**src/rtl/seq_detector_param.sv**
```systemverilog
`default_nettype none
// ============================================================================
//  Module      : seq_detector_param
//  Description : Serial pattern detector with runtime pattern, per-bit care
//                mask, selectable overlap and a saturating match counter.
//  Revision    : 1.0  initial release
// ============================================================================
module seq_detector_param #(
    parameter int PAT_LEN = 4,
    parameter int CNT_W   = 8
) (
    input  logic                           flux,
    input  logic                           reset,
    input  logic                           in,
    input  logic                           in_valid,
    input  logic                           cfg_load,
    input  logic [PAT_LEN-1:0]             pattern,
    input  logic [PAT_LEN-1:0]             care_mask,
    input  logic                           overlap,
    input  logic                           clear,
    output logic                           out,
    output logic [$clog2(PAT_LEN+1)-1:0]   progress,
    output logic [CNT_W-1:0]               match_count,
    output logic                           ovf
);

    localparam int                    c_fill_w = $clog2(PAT_LEN + 1);
    localparam logic [c_fill_w-1:0]   c_full   = c_fill_w'(PAT_LEN);

    logic [PAT_LEN-1:0]  r_win;
    logic [PAT_LEN-1:0]  r_pat;
    logic [PAT_LEN-1:0]  r_mask;
    logic                r_overlap;
    logic [c_fill_w-1:0] r_fill;
    logic                r_out;
    logic [CNT_W-1:0]    r_count;
    logic                r_ovf;

    logic [PAT_LEN-1:0]  w_next_win;
    logic [c_fill_w-1:0] w_next_fill;
    logic                w_match;
    logic                w_count_sat;

    // A one-bit window has no older bits to shift, so it is simply replaced.
    generate
        if (PAT_LEN == 1) begin : g_win_single
            assign w_next_win = in;
        end else begin : g_win_shift
            assign w_next_win = {r_win[PAT_LEN-2:0], in};
        end
    endgenerate

    assign w_next_fill = (r_fill == c_full) ? r_fill : r_fill + c_fill_w'(1);
    assign w_match     = (w_next_fill == c_full) &&
                         (((w_next_win ^ r_pat) & r_mask) == '0);
    assign w_count_sat = &r_count;

    // Every use of 'in' below is qualified by in_valid, keeping X out of state.
    always_ff @(posedge flux or negedge reset) begin
        if (!reset) begin
            r_win     <= '0;
            r_pat     <= '0;
            r_mask    <= '1;
            r_overlap <= 1'b0;
            r_fill    <= '0;
            r_out     <= 1'b0;
            r_count   <= '0;
            r_ovf     <= 1'b0;
        end else if (cfg_load) begin
            r_pat     <= pattern;
            r_mask    <= care_mask;
            r_overlap <= overlap;
            r_win     <= '0;
            r_fill    <= '0;
            r_out     <= 1'b0;
        end else begin
            r_out <= 1'b0;
            if (clear) begin
                r_count <= '0;
                r_ovf   <= 1'b0;
            end
            if (in_valid) begin
                if (w_match) begin
                    r_out <= 1'b1;
                    if (r_overlap) begin
                        r_win  <= w_next_win;
                        r_fill <= w_next_fill;
                    end else begin
                        r_win  <= '0;
                        r_fill <= '0;
                    end
                    // A clear in the same cycle restarts the count from zero.
                    if (clear) begin
                        r_count <= CNT_W'(1);
                    end else if (w_count_sat) begin
                        r_ovf <= 1'b1;
                    end else begin
                        r_count <= r_count + CNT_W'(1);
                    end
                end else begin
                    r_win  <= w_next_win;
                    r_fill <= w_next_fill;
                end
            end
        end
    end

    assign out         = r_out;
    assign progress    = r_fill;
    assign match_count = r_count;
    assign ovf         = r_ovf;

endmodule
`default_nettype wire

```
**config.mk**
```make
export PLATFORM = sky130hd
export DESIGN_NAME = seq_detector_param
export DESIGN_NICKNAME = d
export VERILOG_FILES = /design/src/rtl/seq_detector_param.sv
export SDC_FILE = /design/constraint.sdc
export NUM_CORES = 1
export LEC_CHECK = 0
export ABC_AREA = 1
export BUFFER_PORTS_ARGS = -buffer_cell sky130_fd_sc_hd__buf_2
export CAP_MARGIN = 15
export CORE_ASPECT_RATIO = 1.75
export CORE_MARGIN = 4
export CORE_UTILIZATION = 34
export DETAILED_ROUTE_END_ITERATION = 8
export SETUP_SLACK_MARGIN = 0.2
export SYNTH_ARGS = -nofsm -noshare
export SYNTH_HDL_FRONTEND = slang
export SYNTH_SLANG_ARGS = --single-unit
```
**constraint.sdc**
```tcl
create_clock -name flux -period 1.7 [get_ports flux]
set_clock_uncertainty 0.05 [all_clocks]
set_input_delay 0.17 -clock flux [delete_from_list [all_inputs] [get_ports flux]]
set_output_delay 0.17 -clock flux [all_outputs]
set_load 0.005 [all_outputs]
```
==> metrics.cfg, run 1 <==
[die]
die_area_mm2 = 0.00525
core_mm2 = 0.00394
rows = 30
die_w_um = 56.5
initial_utilization_pct = 35.6
chipHeight_um = 92.9
ioPinCount = 28

[timing]
fin_crit_sh_pct = 102
setup_ws_ps = -30.9
fin_crit_ps = 1730
max_clock_freq_ghz = 0.578
tightest_slew_ps = 569
setup_viol_count_final = 6
rsz0062_at_grt = true
hold_viol_final = 0
drv_slew = 0
maxSlewHeadroom_pct = 62.1

[synthesis]
post-synth-top-count-cell = nand2_1
ys.warnings.count = 0
synth_area_leaders = dfrtp_1 38%, nand2_1 17%, inv_1 7.8%
syn_area_per_cell_um2 = 7.15
netlist_area_mm2 = 0.00140
yosysTopAreaCell = dfrtp_1
synth_flop_cell = dfrtp_1
synth_nets = 214
async_flop_share_pct = 100
ys_top_cells_by_count = 64 x nand2_1, 29 x inv_1, 21 x dfrtp_1
ys_seq_elements = 25
yosysUniqueCellTypes = 19
synth_edf_count = 0
netlist.area_leader.share_pct = 37.5
yosysSeqAreaShare_pct = 45.0
synthCells = 196

[place]
dp_cells = 278
dp_hpwl_um = 2650
placed_area_mm2 = 0.00169
gp_congestion = 0.859
io_buffers = 27

[clock_network]
h-tree-depth = 1
clk_latency_ps = 270
clk_path_buf_depth = 2
cts_made_buffers = 3
cts_root_buf = clkbuf_8
clkSlewWorstSetupHoldPaths_ps = 90
cts_sinks = 25
tritoncts = done

[cells_and_area]
n_fill_cell = 410
final_area_mm2 = 0.00188
area_growth_pct = 33.9
seqCellArea_um2 = 631
final_cells = 291
n_antenna_cell = 0
nets = 262
final_core_util_pct = 47.6
multiInputGateArea_um2 = 723
drive_gt1_share_pct = 30.9

[grt]
grt.overflow.total = 0
grt_max_degree = 26
grt_usage_pct = 14.7
grt_first_pass_wirelength_um = 6170
antenna_found_initial = 0
grt_pass1_vias = 1483

[critical_path]
cpMaxStageDelayCell = dfrtp_1
critPathArrivalTime_ps = 1840
worst_setup_path_end_kind = register
path_depth = 11
worst-r2r-setup-slack_ps = -30
regToRegStartpoint = progress[1]
cp-start-kind = register
r2r-end = match_count[3]
max_stage_delay_ps = 420
cp-endpoint = match_count[3]
worst-setup-path-type = register to register
required_ps = 1810
crit_path_cell_trace = inv_2 -> ha_4 -> nand2_4 -> nand2_2 -> nand2_4 -> nor2_4 -> nand2_2 -> nor2_4 -> nand4_1 -> o21ai_1 -> nor2_1
cp.buffers_inverters = 1
critical_path.top_delay_family = simple AND/OR/NAND/NOR gates
critPathMaxFanout = 4
worstRegToRegCells = 11
startpoint = progress[1]

[drt]
finalWirelength_um = 3500
wl_per_cell_um = 12.0
drtIter0Drc = 28
detail-route-antenna-nets = 0
drtPass1Iterations = 4
drc = 0
vias = 1411
viasPerCell = 4.85

[job]
cap_viol_max_count = 0

[power_and_ir_drop]
p_leak_nw = 0.994
p_per_area_mw_per_mm2 = 659
ir_drop_mv = 0.441

[outcome]
status = complete, but fails checks
violations = negative setup slack

[min_path]
min_path_type = input pin to register

==> stage by stage <==
stage          power [mW]  hold WS (ps)  setup WS (ps)  setup TNS (ps)
2_1_floorplan       0.767          -176           28.8               0
3_3_place_gp        0.840           153          -62.1            -346
3_5_place_dp        0.842           153          -80.8            -325
4_1_cts              1.24          43.2          -39.5            -120
5_1_grt              1.31          52.4           -211           -1890
6_report             1.24          40.5          -30.9            -106
==> final cells by class <==
type                    count  share of cell area [%]
clock inverters             1                   0.267
flip-flops and latches     25                    33.6
multi-input cells         139                    38.5
inverters                  29                    5.80
well taps                  48                    3.20
clock buffers               3                    2.20
repair buffers             46                    16.4
==> cell families (layout without fill, tap and decap cells) <==
logic type / after synthesis / count (layout) / synth area share (%)
AO/OA/AOI/OAI: 20 / 20 / 7.50
buffers and inverters: 32 / 79 / 9.11
AND/OR/NAND/NOR: 116 / 116 / 35.7
flip-flops: 25 / 25 / 45.0
adder cells (fa/ha/maj): 3 / 3 / 2.68
==> flip-flops by register name, summed over array words and instances (netlist names) <==
register,count
r_overlap,1
ovf,1
r_pat,4
match_count,8
out,1
r_win,3
r_mask,4
progress,3
==> worst min-delay path, cell delays in order <==
cell,delay (ps)
buf_2,90
nand2_1,50
nand2_1,50
==> how the worst min path moves through the flow <==
stage / endpoint / slack (ps) / from / cells past startpoint
3_3_place_gp: r_pat[0] / 150 / reset / 1
4_1_cts: r_mask[1] / 40 / care_mask[1] / 3
6_report: r_mask[1] / 40 / care_mask[1] / 3
5_1_grt: r_mask[1] / 50 / care_mask[1] / 3
2_1_floorplan: match_count[0] / -180 / reset / 0
3_5_place_dp: r_pat[0] / 150 / reset / 1
==> cell usage in the layout (no fill, tap or decap), drive strengths merged <==
cell and instances:
nand2 67, o22ai 2, o21bai 1, clkbuf 3, nand3 19, dlygate4sd3 1, nand4 5, inv 29
dfrtp 21, buf 45, dfstp 4, nor2 23, clkinv 1, and3 1, ha 3, a21oi 3
nor3 1, o21ai 14
==> per-layer routing <==
metal  wire length [um]  global-route usage, %
met2               1990                   27.6
met5                  0                      0
met1               1280                   14.9
met4                136                   8.51
met3                 97                   1.95
==> what timing repair did <==
action,4_1_cts,5_1_grt
resized for setup,18,5
setup buffers,8,0
pin swaps,9,5
setup endpoints to repair,14,15
hold endpoints to repair,21,0
hold buffers,1,0
==> power breakdown <==
part           switching (mW)  total (mW)  internal, mW  leakage, nW
combinational           0.133       0.238         0.105        0.645
sequential             0.0202       0.648         0.628        0.324
clock                   0.188       0.352         0.164       0.0255
(Power assumes the default switching activity.)
==> run 2, diff against run 1 <==
--- a/config.mk
+++ b/config.mk
@@ -11,8 +11,10 @@
 export CORE_ASPECT_RATIO = 1.75
 export CORE_MARGIN = 4
 export CORE_UTILIZATION = 34
+export CTS_CLUSTER_DIAMETER = 100
 export DETAILED_ROUTE_END_ITERATION = 8
 export SETUP_SLACK_MARGIN = 0.2
+export SKIP_LAST_GASP = 1
 export SYNTH_ARGS = -nofsm -noshare
 export SYNTH_HDL_FRONTEND = slang
 export SYNTH_SLANG_ARGS = --single-unit
==> run 2 against run 1 <==
The run still ends with negative setup slack left. Worst hold slack about the same. Die area stayed put. Cell count is the same. Clock power is essentially flat. Register-to-register slack hardly changed. Sequential share of layout area is 0.27 points higher. Design area fell by 0.80%. Critical path depth rose by 1. Sequential power is essentially flat. Count of clock-buffer cells in the layout unchanged. Combinational power shrank 5%.
==> metrics.cfg, run 2 (same netlist as run 1, synthesis figures left out) <==
[timing]
setup_viol_count_final = 7  ; +1
tightest_slew_ps = 569  ; -0.259 ps
maxSlewHeadroom_pct = 62.1  ; about the same
rsz0062_at_grt = true
fin_crit_ps = 1740  ; +6.07 ps
drv_slew = 0  ; unchanged
hold_viol_final = 0  ; unchanged
whs_ps = 40.6  ; +0.0965 ps
setup_ws_ps = -37.0  ; -6.07 ps
max_clock_freq_ghz = 0.576  ; -0.35%
fin_crit_sh_pct = 102  ; +0.36 points

[drt]
vias = 1417  ; +0.43%
detail-route-antenna-nets = 0  ; unchanged
wl_per_cell_um = 12.0  ; about the same
finalWirelength_um = 3500  ; about the same
drc = 0  ; unchanged
viasPerCell = 4.87  ; +0.43%
drtIter0Drc = 27  ; -3.6%
drtPass1Iterations = 4  ; unchanged

[clock_network]
h-tree-depth = 1  ; unchanged
clkSlewWorstSetupHoldPaths_ps = 90  ; about the same
cts_made_buffers = 3  ; unchanged
clk_path_buf_depth = 2  ; unchanged
clk_latency_ps = 270  ; about the same
cts_sinks = 25  ; unchanged
tritoncts = done
cts_root_buf = clkbuf_8

[die]
rows = 30  ; unchanged
chipHeight_um = 92.9  ; unchanged
ioPinCount = 28  ; unchanged
core_mm2 = 0.00394  ; unchanged
die_w_um = 56.5  ; unchanged
initial_utilization_pct = 35.6  ; unchanged
die_area_mm2 = 0.00525  ; unchanged

[outcome]
violations = negative setup slack
status = complete, but fails checks

[place]
gp_congestion = 0.859  ; unchanged
io_buffers = 27  ; unchanged
preCtsSetupSlack_ps = -80.8  ; unchanged
dp_cells = 278  ; unchanged
dp_hpwl_um = 2650  ; unchanged

[critical_path]
critPathMaxFanout = 4  ; unchanged
worst-setup-path-type = register to register
worst_setup_path_end_kind = register
critPathArrivalTime_ps = 1890  ; +50 ps
worstRegToRegCells = 12  ; +1
cp-start-kind = register
required_ps = 1850  ; +40 ps

[cells_and_area]
area_growth_pct = 32.9
final_cell_mix = 60 x nand2_1, 27 x inv_1, 27 x buf_2, 21 x dfrtp_1, 18 x nor2_1
drive_gt1_share_pct = 30.5  ; -0.41 points
seqCellArea_um2 = 631  ; unchanged
final_cells = 291  ; unchanged
largest_reg_flops = 8  ; unchanged
n_antenna_cell = 0  ; unchanged
nets = 262  ; unchanged
final_common_cell = nand2_1
multiInputGateArea_um2 = 719  ; -0.52%
final_core_util_pct = 47.2  ; -0.38 points
n_fill_cell = 416  ; +1.5%

[power_and_ir_drop]
fin_total_pwr_mw = 1.23  ; -0.96%
p_leak_nw = 0.987  ; -0.77%
ir_drop_mv = 0.439  ; -0.56%
p_per_area_mw_per_mm2 = 658  ; -0.16%

[job]
cap_viol_max_count = 0  ; unchanged

[min_path]
hold_path_depth = 3  ; unchanged
min_path_type = input pin to register

[grt]
grt_usage_pct = 14.8  ; +0.086 points
grt_max_degree = 26  ; unchanged
grt_first_pass_wirelength_um = 6180  ; +0.11%
grt_pass1_vias = 1472  ; -0.74%
grt.overflow.total = 0  ; unchanged
antenna_found_initial = 0  ; unchanged

## run 2: metal layers
layer / global-route usage, % / vias to the layer above / part of all wire [%]
li1: - / 711 / -
met1: 15.0 / 665 / 36
met4: 8.12 / 0 / 3.8
met2: 28.1 / 29 / 57
met3: 1.81 / 12 / 3.0
met5: 0 / - / 0
## run 2: worst paths after layout
path / startpoint / to / slack, ps
hold / removal: care_mask[1] / r_mask[1] / 40
min in group asynchronous: reset / r_pat[0] / 370
setup / recovery: progress[1] / match_count[5] / -40
setup reg to reg: progress[1] / match_count[5] / -40
hold reg to reg: r_mask[0] / r_mask[0] / 420
max in group asynchronous: reset / r_mask[3] / 850
## run 2: metrics by stage
stage,area (um2),TNS [ps]
after floorplan,1420,0
after global placement,1690,-346
after detailed placement,1690,-325
after CTS,1850,-127
after global routing,1860,-2200
final,1860,-126
## run 2: cell type report
type / count / share of cell area (%)
Clock inverter: 1 / 0.269
Timing Repair Buffer: 46 / 15.9
Inverter: 29 / 5.85
Tap cell: 48 / 3.23
Clock buffer: 3 / 2.22
Sequential cell: 25 / 33.9
Multi-Input combinational cell: 139 / 38.6
## run 2: timing repair
item / CTS / global route
pin swaps: 9 / 6
hold buffers: 1 / 0
buffers inserted: 8 / 0
setup endpoints to repair: 14 / 15
gates resized for setup: 12 / 5
hold endpoints to repair: 21 / 0
## run 2: report_power, final
group	total (mW)	internal [mW]	switching, mW
clock	0.352	0.164	0.188
combinational	0.226	0.0981	0.128
sequential	0.648	0.628	0.0204
total	1.23	0.890	0.336
## run 2: worst max-delay path: stages, from the launching register on
cell and delay [ps]:
dfrtp_1 430, inv_2 90, ha_4 160, nand2_4 70
nand2_2 90, nand2_4 60, nor2_2 110, nand2_2 80
nor2_4 140, nand4_1 140, nor2_1 130, nor2_1 40
nor2_1 70
